<file path="config.mk">
export PLATFORM = sky130hd
export DESIGN_NAME = prefix_addsub_pipe
export DESIGN_NICKNAME = d
export VERILOG_FILES = /design/src/rtl/prefix_addsub_pipe.sv
export SDC_FILE = /design/constraint.sdc
export NUM_CORES = 1
export LEC_CHECK = 0
export BUFFER_PORTS_ARGS = -buffer_cell sky130_fd_sc_hd__buf_2
export CORE_UTILIZATION = 45
export CTS_BUF_LIST = sky130_fd_sc_hd__clkbuf_8
export CTS_CLUSTER_SIZE = 28
export DETAILED_ROUTE_END_ITERATION = 12
export PLACE_DENSITY = 0.76
export SYNTH_ARGS = -nofsm -noshare
export SYNTH_HDL_FRONTEND = slang
export SYNTH_SLANG_ARGS = --single-unit
export TNS_END_PERCENT = 5
</file>
<file path="constraint.sdc">
create_clock -name clk_i -period 3.1 [get_ports clk_i]
set_clock_uncertainty 0.1 [all_clocks]
set_input_delay 0.62 -clock clk_i [delete_from_list [all_inputs] [get_ports clk_i]]
set_output_delay 0.62 -clock clk_i [all_outputs]
set_load 0.02 [all_outputs]
</file>
<file path="src/rtl/prefix_addsub_pipe.sv">
// prefix_addsub_pipe
// Two-stage pipelined adder/subtractor built on a Brent-Kung prefix carry
// network. Computes A+B+cin (sub_i=0) or A-B-bin (sub_i=1), with carry/borrow,
// signed overflow, zero and negative flags. Valid/ready flow control on both
// sides; throughput of one beat per cycle and a latency of 2 cycles.
//
// Optional feature macro: DROMOS_ADDSUB_SAT_EN
//   When defined, adds sat_i. A beat with sat_i=1 that overflows clamps its
//   result to the most positive or most negative value.
//
// Ports:
//   clk_i        clock, rising edge
//   rst_ni       asynchronous active-low reset
//   in_valid_i   operand beat valid
//   in_ready_o   block can accept a beat this cycle
//   a_i, b_i     operands (WIDTH bits)
//   sub_i        0 = add, 1 = subtract
//   cin_i        carry-in (add) / borrow-in (subtract)
//   sat_i        saturate on overflow (only with DROMOS_ADDSUB_SAT_EN)
//   out_valid_o  result beat valid
//   out_ready_i  consumer accepts the result this cycle
//   sum_o        result (WIDTH bits)
//   cout_o       carry-out (add) / borrow-out (subtract)
//   ovf_o        two's-complement signed overflow
//   zero_o       sum_o == 0
//   neg_o        sum_o[WIDTH-1]
module prefix_addsub_pipe #(
  parameter int WIDTH = 8
) (
  input  logic             clk_i,
  input  logic             rst_ni,
  input  logic             in_valid_i,
  output logic             in_ready_o,
  input  logic [WIDTH-1:0] a_i,
  input  logic [WIDTH-1:0] b_i,
  input  logic             sub_i,
  input  logic             cin_i,
`ifdef DROMOS_ADDSUB_SAT_EN
  input  logic             sat_i,
`endif
  output logic             out_valid_o,
  input  logic             out_ready_i,
  output logic [WIDTH-1:0] sum_o,
  output logic             cout_o,
  output logic             ovf_o,
  output logic             zero_o,
  output logic             neg_o
);

  localparam int LOG_W = $clog2(WIDTH);

  logic             s1_valid;
  logic [WIDTH-1:0] s1_a;
  logic [WIDTH-1:0] s1_b;
  logic             s1_c0;
  logic             s1_sub;
`ifdef DROMOS_ADDSUB_SAT_EN
  logic             s1_sat;
`endif

  logic             s2_valid;
  logic             s2_ready;

  logic [WIDTH-1:0] p;
  logic [WIDTH-1:0] gg;
  logic [WIDTH-1:0] pp;
  logic [WIDTH-1:0] sum_raw;
  logic [WIDTH-1:0] sum_fin;
  logic             raw_carry;
  logic             ovf;

  assign s2_ready    = !s2_valid || out_ready_i;
  assign in_ready_o  = !s1_valid || s2_ready;
  assign out_valid_o = s2_valid;

  // Prefix network. gg/pp are updated in place: within one level the bits
  // being written are never the source of another combine at that level.
  // Out-of-range source indices are clamped to 0 so the unrolled dead
  // branches never select outside the vector.
  always_comb begin
    int s;
    int j;
    p  = s1_a ^ s1_b;
    gg = s1_a & s1_b;
    gg[0] = gg[0] | (p[0] & s1_c0);  // fold carry-in into bit 0
    pp = p;
    // up-sweep
    for (int l = 0; l < LOG_W; l++) begin
      s = 1 << l;
      for (int i = 0; i < WIDTH; i++) begin
        j = (i >= s) ? (i - s) : 0;
        if ((i >= s) && (((i + 1) % (2 * s)) == 0)) begin
          gg[i] = gg[i] | (pp[i] & gg[j]);
          pp[i] = pp[i] & pp[j];
        end
      end
    end
    // down-sweep fills the remaining prefixes
    for (int l = LOG_W - 2; l >= 0; l--) begin
      s = 1 << l;
      for (int i = 0; i < WIDTH; i++) begin
        j = (i >= s) ? (i - s) : 0;
        if ((i >= 2 * s) && (((i + 1) % (2 * s)) == s)) begin
          gg[i] = gg[i] | (pp[i] & gg[j]);
          pp[i] = pp[i] & pp[j];
        end
      end
    end
  end

  // gg[i] is now the carry out of bit i (c[i]).
  assign sum_raw   = p ^ {gg[WIDTH-2:0], s1_c0};
  assign raw_carry = gg[WIDTH-1];
  assign ovf       = gg[WIDTH-1] ^ gg[WIDTH-2];

  always_comb begin
    sum_fin = sum_raw;
`ifdef DROMOS_ADDSUB_SAT_EN
    // On overflow the true result has the sign of A.
    if (s1_sat && ovf) begin
      sum_fin = s1_a[WIDTH-1] ? {1'b1, {(WIDTH-1){1'b0}}}
                              : {1'b0, {(WIDTH-1){1'b1}}};
    end
`endif
  end

  always_ff @(posedge clk_i or negedge rst_ni) begin
    if (!rst_ni) begin
      s1_valid <= 1'b0;
      s1_a     <= '0;
      s1_b     <= '0;
      s1_c0    <= 1'b0;
      s1_sub   <= 1'b0;
`ifdef DROMOS_ADDSUB_SAT_EN
      s1_sat   <= 1'b0;
`endif
    end else begin
      if (in_ready_o) begin
        s1_valid <= in_valid_i;
      end
      if (in_valid_i && in_ready_o) begin
        // subtract as A + ~B + ~bin
        s1_a   <= a_i;
        s1_b   <= sub_i ? ~b_i : b_i;
        s1_c0  <= sub_i ? ~cin_i : cin_i;
        s1_sub <= sub_i;
`ifdef DROMOS_ADDSUB_SAT_EN
        s1_sat <= sat_i;
`endif
      end
    end
  end

  always_ff @(posedge clk_i or negedge rst_ni) begin
    if (!rst_ni) begin
      s2_valid <= 1'b0;
      sum_o    <= '0;
      cout_o   <= 1'b0;
      ovf_o    <= 1'b0;
      zero_o   <= 1'b0;
      neg_o    <= 1'b0;
    end else begin
      if (s2_ready) begin
        s2_valid <= s1_valid;
      end
      if (s1_valid && s2_ready) begin
        sum_o  <= sum_fin;
        cout_o <= s1_sub ? ~raw_carry : raw_carry;
        ovf_o  <= ovf;
        zero_o <= (sum_fin == '0);
        neg_o  <= sum_fin[WIDTH-1];
      end
    end
  end

endmodule

</file>
Yosys cells after proc, flatten, opt, wreduce, memory -nomap -nowiden
Cells that the tools add are included.

operators by class
  mux-type cells = 3
  bitwise operators = 35
  reductions and logical operators = 7

operator list
  kind               number
  AND 1 bit          16
  XOR 8 bit          2
  bitwise OR 1 bit   12
  AND 8 bit          1
  logical NOT 8 bit  1
  two-way mux 8 bit  1
  inverter 8 bit     1
  logical AND 1 bit  2
  logical NOT 1 bit  2
  logical OR 1 bit   2
  two-way mux 1 bit  2
  inverter 1 bit     2
  XOR 1 bit          1

storage, ports and cells
  bits in registers = 32
  logic and storage cells = 56

Depth between registers and ports, before layout
  depth after elaboration = 13
  mapped depth = 9

Worst setup path before layout
Ideal clock, no wire load.

  path kind = reg2reg
  start point = register s1_a[0]
  end point = register zero_o
  setup time = 0.083 ns
  arrival = 2.802 ns
  data required time = 2.917 ns
  slack = 0.115 ns
  stages on the path, launching flop included = 10
  path buffers = 0
  period minus slack after synthesis = 2.985 ns
  cell sequence = dfrtp_1 fa_1 fa_1 a211o_2 a221o_2 fa_1 xnor2_1 and3_1 nand3_1 o21ai_0

on the way
  cells in the longest elaborated chain, start to end = 13
  elaborated cells between the ends (all ways) = 18

RTL lines
  element                   line  source
  start: declaration        53    logic [WIDTH-1:0] s1_a;
  start signal: assignment  143   s1_a <= a_i;
  XOR 8 bit                 83    p = s1_a ^ s1_b;
  AND 1 bit                 85    gg[0] = gg[0] | (p[0] & s1_c0);
  bitwise OR 1 bit          85
  AND 1 bit                 93    gg[i] = gg[i] | (pp[i] & gg[j]);
  bitwise OR 1 bit          93
  AND 1 bit                 93
  bitwise OR 1 bit          93
  AND 1 bit                 104   gg[i] = gg[i] | (pp[i] & gg[j]);
  bitwise OR 1 bit          104
  AND 1 bit                 104
  bitwise OR 1 bit          104
  XOR 8 bit (*)             112   assign sum_raw = p ^ {gg[WIDTH-2:0], s1_c0};
  logical NOT 8 bit (*)     170   zero_o <= (sum_fin == '0);
  end signal: assignment    170
  end: declaration          46    output logic zero_o,

Every way passes the cells marked *; elsewhere a longest branch is shown, timed or not.
A chain may end at the register's enable or synchronous reset.

Final worst setup path
Same ends and word-level chain as after synthesis.

==> summary.md <==
| Metric | Value |
|---|---|
| Outcome | finished, final reports clean |
| CP Max Fanout | 3 |
| Peak supply drop | 312.8 uV |
| Wirelength per Cell | 12.31 um |
| Initial antenna violation count | 0 |
| Die Wd | 60.74 um |
| Fillers | roughly 290 |
| Synth top area cells | dfrtp_1 50%, mux2_2 9.4%, fa_1 6.4%, xnor2_1 5.6%, ha_1 4.8% |
| Max-slew headroom | between 50% and 60% |
| Yosys warns | 0 |
| DR vias/cell | 4.911 |
| CTS tree | done |
| Sequential-to-total area share from yosys stat | ~50% |
| Fmax | roughly 0.33 GHz |
| Die Ht | 60.74 um |
| CP dominant cell by count | fa_2 |
| Arrival @ worst endpoint | about 3.1 ns |
| Worst hold path type | input pin to asynchronous set/reset pin |
| Root Buffer | clkbuf_8 |
| Final hold vios | 0 |
| GRT Total Usage | between 10% and 20% |
| WS Path Type | flip-flop to flip-flop |
| 1st-iter DRT viols | 37 |
| Num rows | 20 |
| Maxcap violations | 0 |
| Max clock buf depth | 2 |
| Num Clock Sinks | 31 |
| CTS H-Tree Depth | 2 |
| Final setup violation count | 0 |
| Final nets | about 200 |
| Fraction of registers with async set/reset | 100.0% |
| Share of cells above drive strength 1 | a little under two fifths |
| Period utilization | approximately 96% |
| Post-layout util | approximately three fifths |
| Number of global-route vias before repair | slightly above 1000 |
| Critical path launch point type | flip-flop |
| Clock Latency Late Sink | between 0.2 and 0.3 ns |
| Measured slew at the worst slew-check pin | 0.6751 ns |
| Pwr Density | roughly 750 mW/mm^2 |
| DP Cell Count | between 200 and 250 |
| Area leader, netlist | dfrtp_1 |
| Core area | about 0.0032 mm^2 |
| Multi-input logic area | approximately 750 um^2 |
| IO buf count | 35 |
| Fin. max-slew vios | 0 |
| Average cell area after synthesis | 11.94 um^2 |
| CP bufs+invs | 0 |
| Crit path launch | s1_a[0]$_DFFE_PN0P_ |
| FF+latch area | between 700 and 800 um^2 |
| Post-route ant nets | 0 |
| Vias | between 1000 and 1500 |
| First drt pass iteration count | 4 |
| Leakage power | approximately 0.88 nW |
| Layout area overhead | 19.66% |
| Clock transition at path regs | approximately 0.060 ns |
| Routed wire length | ~2600 um |
| Antenna Diode Count | 0 |
| Synth cell types | 31 |
| Largest net degree at the start of global routing | 32 |
| RR Startpoint | s1_a[0]$_DFFE_PN0P_ |
| Initial core utilization | around half |
| DP HPWL | roughly 2000 um |
| Flops & latches, synth | 31 |
| IO Pins | 36 |
| Drt drc | 0 |
| Synth Flop Type | dfrtp_1 |
| Mapped Nets | approximately 160 |
| DP Area | about 0.0018 mm^2 |
| GR Overflow Total | 0 |
| First-pass GRT wire length | around 4300 um |
| Slowest Stage Delay on Critical Path | ~0.40 ns |
| Design Power | between 1 and 1.5 mW |
| Synth top area share | between 40% and 50% |
| RSZ-0062 raised after global routing | false |
| Total CTS buffers | 5 |
| Hold-fix buffers at CTS | 0 |
| Worst path cell trace | fa_2 > fa_2 > a211o_2 > a221o_2 > fa_2 > xnor2_2 > and3_1 > nand3_1 > o21ai_0 |
| Mapped Cells | 130 |
| Post-Layout Cell Count | 213 |
| Slowest CP cell | dfrtp_1 |
| Critical Path RT | around 3.2 ns |
| Number of flops mapped to enable cells by yosys | 0 |
| Fin crit period | roughly 3.0 ns |
| Gpl congestion | ~0.8 |
| CP top delay family | adder cells |
| Total die area | between 0.003 and 0.004 mm^2 |
| Cell area after synthesis | 0.001553 mm^2 |
| Worst Setup End Kind | flip-flop |
| Final instance area | ~0.0019 mm^2 |
## report_power, final
group	internal [mW]	switching [mW]	total, mW
clock	0.150	0.138	0.288
sequential	0.506	0.0622	0.568
combinational	0.244	0.293	0.537
total	0.901	0.493	1.39
## per-layer routing
metal  vias up  part of all wire, %  GRT usage [%]
met5         -                    0              0
met4         0                 0.76          5.844
met3         2                  5.1          6.397
met2        30                   47          26.22
met1       488                   47          20.72
li1        526                    -              -
## repair_timing
item	4_1_cts	5_1_grt
buffers inserted	0	1
resized for setup	1	3
pin swaps	1	1
endpoints found under the setup margin	1	2
## final timing paths
check                                                to  slack [ns]  depth (start not counted)
worst max-delay path                 zero_o$_DFFE_PN0P_        0.11                          9
worst min-delay path            out_valid_o$_DFFE_PN0P_        0.28                          1
worst max register to register       zero_o$_DFFE_PN0P_        0.11                          9
worst min register to register       zero_o$_DFFE_PN0P_        0.39                          2
max in group asynchronous           s1_b[0]$_DFFE_PN0P_        2.18                          1
min in group clk_i                   zero_o$_DFFE_PN0P_        0.39                          2
## stage by stage
stage	hold WS (ns)	setup WS, ns	setup TNS [ns]
floorplan	0.2244	0.1155	0
global placement	0.3572	0.02671	0
detailed placement	0.3707	-0.02721	-0.02721
CTS	0.2961	0.03276	0
global route	0.3326	0.03361	0
finish	0.2795	0.1148	0
## registers in the layout (all words and copies together), names as in the netlist
register     flops
cout_o           1
neg_o            1
out_valid_o      1
ovf_o            1
s1_a             8
s1_b             8
s1_c0            1
s1_sub           1
s1_valid         1
sum_o            7
zero_o           1
## placed cells by master (no fill, tap or decap), types with 3 or more instances in the layout
cell      instances
buf_2            35
clkbuf_8          5
dfrtp_1          31
fa_2              3
ha_1              6
inv_1             5
mux2_2           13
nand2_1          14
nand2b_1          3
nor2_1            4
o21ai_0          15
xnor2_1           9
## cell families after synthesis
| group | synth area share [%] |
|---|---|
| muxes | 9.428 |
| AOI/OAI and AO/OA | 11.20 |
| and+or+nand+nor | 8.784 |
| adders and majority gates | 11.28 |
| buffers and inverters | 2.577 |
| xor gates and xnor gates | 6.769 |
| DFF | 49.96 |
## cells in the mapped netlist (all sizes together) (2+ instances only)
cell    number
dfrtp       31
mux2        13
a21o         2
inv          3
xor2         2
fa           5
nand2b       3
nor2         4
a31oi        2
xnor2       10
buf          3
clkbuf       2
nand2       15
or3          2
ha           6
a21oi        2
o21ai       15
## layout make-up
cell class	instances	share of cell area, %
multi-input combinational	91	40.47
sequential	31	41.75
clock inverter	3	0.6734
tap	44	2.963
clock buffer	5	3.704
timing repair buffer	36	9.832
inverter	3	0.6061
No activity file was read; power rests on OpenSTA's default activity.
